**config.mk**
```make
export PLATFORM = sky130hd
export DESIGN_NAME = alu_imm_pc_unit
export DESIGN_NICKNAME = d
export VERILOG_FILES = /design/src/rtl/alu_imm_pc_unit.sv
export SDC_FILE = /design/constraint.sdc
export NUM_CORES = 1
export LEC_CHECK = 0
export CAP_MARGIN = 20
export CORE_ASPECT_RATIO = 0.5
export CORE_MARGIN = 2
export CORE_UTILIZATION = 45
export DETAILED_ROUTE_END_ITERATION = 8
export GPL_TIMING_DRIVEN = 0
export MAX_ROUTING_LAYER = met4
export PLACE_DENSITY = 0.76
export SLEW_MARGIN = 30
export SYNTH_ARGS = -nofsm -noshare
export SYNTH_HDL_FRONTEND = slang
export SYNTH_SLANG_ARGS = --single-unit
```
**constraint.sdc**
```tcl
create_clock -name clk -period 4.71 [get_ports clk]
set_input_delay 0.471 -clock clk [delete_from_list [all_inputs] [get_ports clk]]
set_output_delay 0.471 -clock clk [all_outputs]
set_load 0.1 [all_outputs]
```
**src/rtl/alu_imm_pc_unit.sv**
```systemverilog
// alu_imm_pc_unit: execute-stage ALU, decode-stage immediate extension and
// fetch-stage PC+4, computed in parallel and captured in one register bank
// (1-cycle latency, synchronous active-low reset, whole-bank hold).
// Build option: define ALU_OVF_EN to produce a registered signed-overflow flag
// for add/subtract; without it the ovf port is tied to 0.
module alu_imm_pc_unit (
  input  logic        clk,
  input  logic        rst_n,
  input  logic        hold,
  input  logic [31:0] src_a,
  input  logic [31:0] src_b,
  input  logic [2:0]  alu_ctrl,
  input  logic [31:0] instr,
  input  logic [31:0] pc,
  output logic [31:0] alu_out,
  output logic        zero,
  output logic        ovf,
  output logic [31:0] sign_imm,
  output logic [31:0] pc_plus4
);

  logic        sub_op;
  logic [31:0] b_opnd;
  logic [31:0] sum;
  logic [31:0] alu_res;
  logic [31:0] imm_ext;

  logic [31:0] alu_out_d,  alu_out_q;
  logic        zero_d,     zero_q;
  logic [31:0] sign_imm_d, sign_imm_q;
  logic [31:0] pc_plus4_d, pc_plus4_q;

  // ALU: one adder serves add and subtract (A + ~B + 1), plus logic ops and signed SLT
  always_comb begin
    sub_op  = (alu_ctrl == 3'b110);
    b_opnd  = sub_op ? ~src_b : src_b;
    sum     = src_a + b_opnd + {31'd0, sub_op};
    alu_res = '0;
    unique case (alu_ctrl)
      3'b000: alu_res = src_a & src_b;
      3'b001: alu_res = src_a | src_b;
      3'b010: alu_res = sum;
      3'b011: alu_res = src_a ^ src_b;
      3'b100: alu_res = src_a & ~src_b;
      3'b101: alu_res = src_a | ~src_b;
      3'b110: alu_res = sum;
      3'b111: alu_res = {31'd0, ($signed(src_a) < $signed(src_b))};
    endcase
  end

  // Immediate extension: logical immediates (andi/ori/xori) zero-extend, the rest sign-extend
  always_comb begin
    imm_ext = {{16{instr[15]}}, instr[15:0]};
    if (instr[31:26] == 6'h0C || instr[31:26] == 6'h0D || instr[31:26] == 6'h0E)
      imm_ext = {16'h0000, instr[15:0]};
  end

  // Next-state for the output bank: hold freezes every register together
  always_comb begin
    alu_out_d  = alu_out_q;
    zero_d     = zero_q;
    sign_imm_d = sign_imm_q;
    pc_plus4_d = pc_plus4_q;
    if (!hold) begin
      alu_out_d  = alu_res;
      zero_d     = (alu_res == '0);
      sign_imm_d = imm_ext;
      pc_plus4_d = pc + 32'd4;
    end
  end

  // Output register bank; reset takes priority over hold
  always_ff @(posedge clk) begin
    if (!rst_n) begin
      alu_out_q  <= '0;
      zero_q     <= 1'b0;
      sign_imm_q <= '0;
      pc_plus4_q <= '0;
    end else begin
      alu_out_q  <= alu_out_d;
      zero_q     <= zero_d;
      sign_imm_q <= sign_imm_d;
      pc_plus4_q <= pc_plus4_d;
    end
  end

`ifdef ALU_OVF_EN
  logic ovf_res;
  logic ovf_d, ovf_q;

  // Signed overflow: add overflows on like-signed operands, subtract on unlike-signed,
  // in both cases when the result sign departs from A
  always_comb begin
    ovf_res = 1'b0;
    if (alu_ctrl == 3'b010)
      ovf_res = (src_a[31] == src_b[31]) && (sum[31] != src_a[31]);
    else if (alu_ctrl == 3'b110)
      ovf_res = (src_a[31] != src_b[31]) && (sum[31] != src_a[31]);
  end

  // Overflow next-state follows the same hold rule as the rest of the bank
  always_comb begin
    ovf_d = ovf_q;
    if (!hold) ovf_d = ovf_res;
  end

  // Overflow flag register
  always_ff @(posedge clk) begin
    if (!rst_n) ovf_q <= 1'b0;
    else        ovf_q <= ovf_d;
  end

  assign ovf = ovf_q;
`else
  assign ovf = 1'b0;
`endif

  assign alu_out  = alu_out_q;
  assign zero     = zero_q;
  assign sign_imm = sign_imm_q;
  assign pc_plus4 = pc_plus4_q;

endmodule

```
==> flow_results.xml, run 1 <==
<?xml version="1.0" encoding="UTF-8"?>
<metrics>
  <group name="run_status">
    <metric name="status" unit="">finished, final reports clean</metric>
  </group>
  <group name="timing">
    <metric name="hold_violations" unit="">0</metric>
    <metric name="transition_time_at_the_pin_with_the_least_slew_margin" unit="ns">1.034</metric>
    <metric name="slew_headroom" unit="%">30.83</metric>
    <metric name="grt_setup_unrepaired" unit="">false</metric>
    <metric name="layout_worst_path_cycle_share" unit="%">97.28</metric>
    <metric name="max_clock_freq" unit="MHz">218.3</metric>
    <metric name="maxSlewViolCount" unit="">0</metric>
    <metric name="finalClockSkew" unit="ns">0</metric>
    <metric name="final_period_minus_worst_setup_slack" unit="ns">4.582</metric>
    <metric name="setup_viol_count_final" unit="">0</metric>
  </group>
  <group name="placed_design">
    <metric name="numPortBuffers" unit="">216</metric>
    <metric name="dp_hpwl" unit="um">26200</metric>
    <metric name="placed_insts" unit="">1562</metric>
    <metric name="gp_congestion" unit="">0.9383</metric>
  </group>
  <group name="die">
    <metric name="die_extent_in_y" unit="um">99.30</metric>
    <metric name="total_i_o_pin_count" unit="">232</metric>
    <metric name="die_area" unit="um2">19320</metric>
    <metric name="floorplan_core_area" unit="um2">17570</metric>
    <metric name="start_util" unit="%">46.52</metric>
    <metric name="std_cell_rows" unit="">34</metric>
    <metric name="die_width" unit="um">194.6</metric>
  </group>
  <group name="synthesis">
    <metric name="yosys_most_used_dff" unit="">dfxtp_1</metric>
    <metric name="synth.ff_latch_count" unit="">82</metric>
    <metric name="synth_fp_nets" unit="">1317</metric>
    <metric name="post_synth_instance_area" unit="um2">8174</metric>
    <metric name="syn_area_per_cell" unit="um2">7.351</metric>
    <metric name="post_synth_inst_count" unit="">1112</metric>
    <metric name="post_synthesis_sequential_area_ratio" unit="%">20.08</metric>
    <metric name="asr_flop_ratio_synth" unit="%">0</metric>
    <metric name="yosys.cell_types.count" unit="">74</metric>
    <metric name="synth_enable_flop_cells" unit="">0</metric>
    <metric name="ys_warns" unit="">0</metric>
  </group>
  <group name="clock_tree">
    <metric name="clock_tree.root_cell" unit="">clkbuf_16</metric>
    <metric name="clock_tree.htree_level_count" unit="">3</metric>
    <metric name="clk_path_buf_depth" unit="">2</metric>
    <metric name="count_of_hold_fix_buffers_inserted_at_cts" unit="">0</metric>
    <metric name="tritoncts.num_buffers" unit="">9</metric>
    <metric name="cts.sinks" unit="">82</metric>
    <metric name="clock_latency" unit="ns">0.33</metric>
    <metric name="cts_tree" unit="">done</metric>
    <metric name="clk_transition_reported_paths" unit="ns">0.06</metric>
  </group>
  <group name="critical_path">
    <metric name="crit_type" unit="">input port to flip-flop</metric>
    <metric name="timing.critical_path.cells" unit="">buf_2 -&gt; nor2b_4 -&gt; clkbuf_4 -&gt; nand2_1 -&gt; buf_2 -&gt; xnor2_2 -&gt; inv_1 -&gt; fa_1 -&gt; nand3b_1 -&gt; a211oi_2 -&gt; nor2_1 -&gt; o211ai_2 -&gt; buf_4 -&gt; mux2i_4 -&gt; nor2_1 -&gt; or4b_4 -&gt; nor4_2 -&gt; nand4_1 -&gt; o21ai_1</metric>
    <metric name="worstPathArrival" unit="ns">4.83</metric>
    <metric name="worstReg2RegStart" unit="">sign_imm[30]</metric>
    <metric name="cp_slowest_stage_delay" unit="ns">0.50</metric>
    <metric name="crit-reg2reg-capture" unit="">sign_imm[30]</metric>
    <metric name="worstSetupEndpointType" unit="">flip-flop</metric>
    <metric name="rr_worst_depth" unit="">2</metric>
    <metric name="r2r_slack" unit="ns">3.73</metric>
    <metric name="cp_data_required_time" unit="ns">4.96</metric>
    <metric name="crit_buf_inv" unit="">5</metric>
    <metric name="crit_path_max_fanout" unit="">10</metric>
    <metric name="cpMaxStageDelayCell" unit="">or4b_4</metric>
    <metric name="timing.critical_path.from_type" unit="">input port</metric>
    <metric name="timing.critical_path.max_delay_family" unit="">simple AND/OR/NAND/NOR gates</metric>
  </group>
  <group name="routing">
    <metric name="drtPass1Iterations" unit="">6</metric>
    <metric name="vias_per_cell" unit="">5.923</metric>
    <metric name="routed-via-count" unit="">9340</metric>
    <metric name="wl_per_instance" unit="um">20.43</metric>
    <metric name="drc" unit="">0</metric>
    <metric name="antenna_left" unit="">0</metric>
    <metric name="totalWireLength" unit="um">32210</metric>
    <metric name="drt_iter0_drc" unit="">1084</metric>
  </group>
  <group name="power_and_ir_drop">
    <metric name="combPwrFrac" unit="%">51.0</metric>
    <metric name="sequentialPowerShare" unit="%">24.9</metric>
    <metric name="pwr_density_cell" unit="nW/um2">282.5</metric>
    <metric name="static-leakage-power" unit="nW">4.429</metric>
    <metric name="power.total" unit="W">0.003114</metric>
    <metric name="internal_power" unit="W">0.001731</metric>
    <metric name="p_switching" unit="W">0.001383</metric>
    <metric name="maximum_ir_drop_on_the_vdd_rail" unit="mV">0.2323</metric>
    <metric name="power.share.clock" unit="%">24.0</metric>
    <metric name="switching_power_as_a_share_of_total_power" unit="%">44.40</metric>
  </group>
  <group name="min_path">
    <metric name="worst_hold_path_type" unit="">flip-flop to flip-flop</metric>
    <metric name="hold_path_end" unit="">alu_out[3]</metric>
    <metric name="hp-start" unit="">alu_out[3]</metric>
    <metric name="holdPathStages" unit="">2</metric>
  </group>
  <group name="global_routing">
    <metric name="grtUsageTotal" unit="%">33.51</metric>
    <metric name="grt_max_degree" unit="">20</metric>
    <metric name="globalRouteOverflowTotal" unit="">0</metric>
    <metric name="grt_first_pass_wirelength" unit="um">49320</metric>
    <metric name="first_global_vias" unit="">8776</metric>
    <metric name="grt_antenna_before_repair" unit="">0</metric>
  </group>
  <group name="final_layout">
    <metric name="finish.net_count" unit="">1543</metric>
    <metric name="finish.cell_count_without_fillers" unit="">1577</metric>
    <metric name="drive_gt1_share" unit="%">6.329</metric>
    <metric name="areaGrowthSynthToFinish" unit="%">34.87</metric>
    <metric name="n_antenna_cell" unit="">0</metric>
  </group>
  <group name="run">
    <metric name="drv.max_cap_violation_count" unit="">0</metric>
  </group>
</metrics>
stage by stage:
stage                     utilization, %  TNS, ns  hold slack (ns)  area, um2  setup WS (ns)
after detailed placement           60.47   -15.58           0.4554      10620         -1.295
after global placement             60.50   -14.39           0.4475      10630         -1.284
after global routing               62.75        0           0.4841      11020    0.000005329
after CTS                          62.63        0           0.4648      11000         0.1081
after floorplan                        -        0           0.5704       8174         0.1852
final                              62.75        0           0.4644      11020         0.1282
area by class of cell:
type	instances	area, um2
well taps	234	292.8
multi-input cells	902	6051
clock buffers	12	246.5
clock inverters	4	75.07
flip-flops and latches	82	1642
repair buffers	217	2145
fillers	1589	6545
plain buffers	76	385.4
inverters	50	187.7
layout by cell type, fill, tap and decap left out, types with 5 or more instances in the layout:
master           netlist  final
clkdlybuf4s50_1        0    211
nor2_1               150    150
a21oi_1              106    104
nand2_1               93     93
dfxtp_1               82     82
ha_1                  70     70
xnor2_1               52     51
o21ai_0               53     50
inv_1                 48     48
xor2_1                46     45
clkbuf_1              41     39
mux2i_1               30     29
nand3_1               28     28
a211oi_1              30     28
nand4_1               24     24
nor3_1                23     23
buf_4                 20     18
buf_2                 10     16
o22ai_1               14     14
maj3_1                13     13
o211ai_1              12     12
nand2b_1              11     11
o21ai_1                9     10
clkbuf_16              0      9
a21o_1                 8      8
and2_1                 7      7
buf_1                  7      7
o221ai_1               7      7
and3_1                 7      7
o211a_1                6      6
o21a_1                 6      6
o21bai_1               6      6
and4_1                 5      5
or3_1                  5      5
a31oi_1                5      5
a221o_1                5      5
state kept, by name (all words and copies together) (netlist names):
signal and flops:
pc_plus4 32, sign_imm 17, alu_out 32, zero 1
layer usage:
layer | routed length, um | GRT usage (%)
met1 | 14450 | 45.47
met2 | 14050 | 52.91
met3 | 3346 | 6.443
met4 | 365 | 4.970
met5 | 0 | -
worst register-to-register path, cell delays in order, from the launching register on:
cell and delay, ns:
dfxtp_1 0.67, a21oi_1 0.15, nor2_1 0.10
cell families after synthesis:
| family | count (synthesis) | synth area share (%) |
|---|---|---|
| simple gates | 378 | 21.72 |
| compound gates | 311 | 24.48 |
| buf+inv | 128 | 6.949 |
| xor+xnor | 98 | 10.50 |
| fa+ha+maj | 84 | 12.55 |
| flops | 82 | 20.08 |
| mux | 30 | 3.674 |
| other cells | 1 | 0.04588 |
power by group through the flow:
| stage | sequential (W) | clock, W | combinational (W) |
|---|---|---|---|
| 4_1_cts | 0.000777 | 0.000753 | 0.00156 |
| 6_report | 0.000777 | 0.000749 | 0.00159 |
| 5_1_grt | 0.000782 | 0.000783 | 0.00168 |
| 3_3_place_gp | 0.000789 | 0 | 0.00153 |
| 3_5_place_dp | 0.000791 | 0 | 0.00154 |
| 2_1_floorplan | 0.00115 | 0 | 0.000695 |
how the worst max path moves through the flow:
| stage | from | endpoint | slack, ns | cells after the start |
|---|---|---|---|---|
| 2_1_floorplan | alu_ctrl[2] | zero | 0.19 | 20 |
| 3_3_place_gp | alu_ctrl[2] | zero | -1.28 | 20 |
| 3_5_place_dp | alu_ctrl[2] | zero | -1.30 | 20 |
| 4_1_cts | alu_ctrl[2] | zero | 0.11 | 19 |
| 5_1_grt | alu_ctrl[1] | zero | 0.000005 | 19 |
| 6_report | alu_ctrl[1] | zero | 0.13 | 19 |
cells in the mapped netlist (all sizes together) (5+ instances only):
master	n	share of area [%]
a211oi	31	3.0
a21o	8	0.73
a21oi	108	6.7
a221o	5	0.61
a31oi	5	0.38
and2	7	0.54
and3	7	0.54
and4	5	0.54
buf	37	2.8
clkbuf	41	1.9
dfxtp	82	20
ha	70	11
inv	49	2.3
maj3	13	1.6
mux2i	30	3.7
nand2	93	4.3
nand2b	11	0.84
nand3	29	1.8
nand4	25	2.0
nor2	150	6.9
nor2b	5	0.38
nor3	24	1.5
o211a	6	0.73
o211ai	14	1.4
o21a	6	0.55
o21ai	64	4.0
o21bai	6	0.55
o221ai	7	0.75
o22ai	14	1.1
or3	5	0.38
xnor2	52	5.6
xor2	46	4.9
what timing repair did:
| item | CTS | global route |
|---|---|---|
| gates resized for setup | 17 | 11 |
| pin swaps | 2 | 2 |
| buffers inserted | 1 | 0 |
| setup endpoints to repair | 21 | 2 |
No activity file was read; power rests on OpenSTA's default activity.
==> run 2, diff against run 1 <==
--- a/config.mk
+++ b/config.mk
@@ -13,7 +13,6 @@
 export GPL_TIMING_DRIVEN = 0
 export MAX_ROUTING_LAYER = met4
 export PLACE_DENSITY = 0.76
-export SLEW_MARGIN = 30
 export SYNTH_ARGS = -nofsm -noshare
 export SYNTH_HDL_FRONTEND = slang
 export SYNTH_SLANG_ARGS = --single-unit
==> flow_results.xml, run 2 (same netlist as run 1, synthesis figures left out) <==
<?xml version="1.0" encoding="UTF-8"?>
<metrics>
  <group name="critical_path">
    <metric name="cp_slowest_stage_delay" unit="ns">0.50</metric>
    <metric name="crit_path_max_fanout" unit="">10</metric>
    <metric name="worstReg2RegStart" unit="">sign_imm[30]</metric>
    <metric name="worstSetupEndpointType" unit="">flip-flop</metric>
    <metric name="timing.critical_path.from_type" unit="">input port</metric>
    <metric name="timing.critical_path.cells" unit="">buf_2 -&gt; nor2b_4 -&gt; buf_4 -&gt; nand2_1 -&gt; buf_2 -&gt; xnor2_2 -&gt; inv_1 -&gt; fa_1 -&gt; nand3b_1 -&gt; a211oi_4 -&gt; nor2_1 -&gt; o211ai_2 -&gt; buf_4 -&gt; mux2i_4 -&gt; nor2_1 -&gt; or4b_4 -&gt; nor4_2 -&gt; nand4_1 -&gt; o21ai_1</metric>
    <metric name="r2r_slack" unit="ns">3.69</metric>
    <metric name="timing.critical_path.max_delay_family" unit="">simple AND/OR/NAND/NOR gates</metric>
    <metric name="crit_type" unit="">input port to flip-flop</metric>
    <metric name="worstPathArrival" unit="ns">4.76</metric>
    <metric name="crit-reg2reg-capture" unit="">sign_imm[30]</metric>
    <metric name="cpMaxStageDelayCell" unit="">or4b_4</metric>
    <metric name="cp_data_required_time" unit="ns">4.97</metric>
    <metric name="rr_worst_depth" unit="">2</metric>
    <metric name="crit_buf_inv" unit="">5</metric>
  </group>
  <group name="die">
    <metric name="die_width" unit="um">194.6</metric>
    <metric name="die_extent_in_y" unit="um">99.30</metric>
    <metric name="total_i_o_pin_count" unit="">232</metric>
    <metric name="die_area" unit="um2">19320</metric>
    <metric name="floorplan_core_area" unit="um2">17570</metric>
    <metric name="start_util" unit="%">46.52</metric>
    <metric name="std_cell_rows" unit="">34</metric>
  </group>
  <group name="final_layout">
    <metric name="design_area" unit="um2">11030</metric>
    <metric name="most_common_cell_after_layout_fill_and_taps_aside" unit="">clkdlybuf4s50_1</metric>
    <metric name="drive_gt1_share" unit="%">5.957</metric>
    <metric name="most_frequent_cells_in_the_layout" unit="">clkdlybuf4s50_1, nor2_1, a21oi_1</metric>
    <metric name="filler_cells" unit="">1585</metric>
    <metric name="n_antenna_cell" unit="">0</metric>
    <metric name="areaGrowthSynthToFinish" unit="%">34.93</metric>
    <metric name="finish.net_count" unit="">1545</metric>
    <metric name="finish.cell_count_without_fillers" unit="">1577</metric>
  </group>
  <group name="clock_tree">
    <metric name="tritoncts.num_buffers" unit="">9</metric>
    <metric name="clock_tree.root_cell" unit="">clkbuf_16</metric>
    <metric name="clk_transition_reported_paths" unit="ns">0.06</metric>
    <metric name="count_of_hold_fix_buffers_inserted_at_cts" unit="">0</metric>
    <metric name="cts.sinks" unit="">82</metric>
    <metric name="clk_path_buf_depth" unit="">2</metric>
    <metric name="clock_latency" unit="ns">0.33</metric>
    <metric name="clock_tree.htree_level_count" unit="">3</metric>
    <metric name="cts_tree" unit="">done</metric>
  </group>
  <group name="routing">
    <metric name="wl_per_instance" unit="um">20.27</metric>
    <metric name="totalWireLength" unit="um">31960</metric>
    <metric name="drt_iter0_drc" unit="">898</metric>
    <metric name="antenna_left" unit="">0</metric>
    <metric name="drtPass1Iterations" unit="">7</metric>
    <metric name="vias_per_cell" unit="">5.839</metric>
    <metric name="drc" unit="">0</metric>
    <metric name="routed-via-count" unit="">9208</metric>
  </group>
  <group name="timing">
    <metric name="layout_worst_path_cycle_share" unit="%">95.63</metric>
    <metric name="hold_violations" unit="">0</metric>
    <metric name="max_clock_freq" unit="MHz">222.0</metric>
    <metric name="final_period_minus_worst_setup_slack" unit="ns">4.504</metric>
    <metric name="finalClockSkew" unit="ns">0</metric>
    <metric name="transition_time_at_the_pin_with_the_least_slew_margin" unit="ns">1.064</metric>
    <metric name="grt_setup_unrepaired" unit="">false</metric>
    <metric name="fin_setup_tns" unit="ns">0</metric>
    <metric name="maxSlewViolCount" unit="">0</metric>
    <metric name="setup_viol_count_final" unit="">0</metric>
    <metric name="slew_headroom" unit="%">28.85</metric>
  </group>
  <group name="global_routing">
    <metric name="globalRouteOverflowTotal" unit="">0</metric>
    <metric name="first_global_vias" unit="">8748</metric>
    <metric name="grtUsageTotal" unit="%">33.38</metric>
    <metric name="grt_antenna_before_repair" unit="">0</metric>
    <metric name="grt_first_pass_wirelength" unit="um">48840</metric>
    <metric name="grt_max_degree" unit="">20</metric>
  </group>
  <group name="power_and_ir_drop">
    <metric name="maximum_ir_drop_on_the_vdd_rail" unit="mV">0.2710</metric>
    <metric name="pwr_density_cell" unit="nW/um2">274.9</metric>
    <metric name="static-leakage-power" unit="nW">4.417</metric>
  </group>
  <group name="placed_design">
    <metric name="dp_hpwl" unit="um">26180</metric>
    <metric name="dpl_cell_area" unit="um2">10630</metric>
    <metric name="numPortBuffers" unit="">216</metric>
    <metric name="placed_insts" unit="">1562</metric>
    <metric name="gp_congestion" unit="">0.9383</metric>
  </group>
  <group name="run">
    <metric name="drv.max_cap_violation_count" unit="">0</metric>
  </group>
  <group name="min_path">
    <metric name="hold_path_end" unit="">alu_out[3]</metric>
    <metric name="holdPathStages" unit="">2</metric>
    <metric name="hp-start" unit="">alu_out[3]</metric>
    <metric name="worst_hold_path_type" unit="">flip-flop to flip-flop</metric>
  </group>
  <group name="run_status">
    <metric name="status" unit="">finished, final reports clean</metric>
  </group>
</metrics>
run 2: changes by cell type in the layout (fill, tap and decap cells not counted), sizes merged:
cell and delta:
clkinv +1, clkinvlp -1, bufinv -1, clkdlybuf4s50 +5, buf -3, clkbuf -1
run 2: worst max-delay path by stage:
stage / end / cells past startpoint / slack, ns / start
6_report: zero / 19 / 0.21 / alu_ctrl[1]
5_1_grt: zero / 19 / 0.01 / alu_ctrl[1]
4_1_cts: zero / 19 / 0.08 / alu_ctrl[2]
3_5_place_dp: zero / 20 / -1.29 / alu_ctrl[2]
3_3_place_gp: zero / 20 / -1.28 / alu_ctrl[2]
2_1_floorplan: zero / 20 / 0.19 / alu_ctrl[2]
run 2: final cells by class:
class	count	area [um2]	area share, %
well taps	234	292.8	2.655
clock inverters	3	42.54	0.3857
inverters	50	187.7	1.702
flip-flops and latches	82	1642	14.88
repair buffers	219	2185	19.81
plain buffers	76	389.1	3.528
multi-input cells	902	6058	54.93
clock buffers	11	232.7	2.110
run 2: layer usage:
metal	share of wire, %	GRT usage (%)	routed length (um)	up-vias
li1	-	-	-	4438
met1	44	43.05	13960	4329
met2	43	51.36	13840	398
met3	12	10.34	3678	43
met4	1.5	7.396	482	0
met5	0	-	0	-
run 2: power by group:
group	leakage, nW	internal (W)	switching, W
combinational	3.61	0.000512	0.00108
sequential	0.678	0.000745	0.0000322
clock	0.131	0.000404	0.000258
total	4.42	0.00166	0.00137
run 2: metrics by stage:
step / utilization (%) / power [W] / hold slack, ns / setup slack [ns]
floorplan: - / 0.001841 / 0.5704 / 0.1852
global placement: 60.50 / 0.002318 / 0.4475 / -1.284
detailed placement: 60.50 / 0.002332 / 0.4554 / -1.287
CTS: 62.33 / 0.002998 / 0.4724 / 0.07843
global route: 62.78 / 0.003171 / 0.4918 / 0.01415
finish: 62.78 / 0.003032 / 0.4693 / 0.2059
run 2: worst reg2reg max path, stage by stage, from the launching register on:
cell	delay [ns]
dfxtp_1	0.70
a21oi_1	0.15
nor2_1	0.11
run 2: timing repair:
action	CTS	global route
gates cloned	0	0
hold endpoints to repair	0	0
setup buffers	1	2
resized for setup	15	16
setup endpoints to repair	19	4
pin swaps	2	1
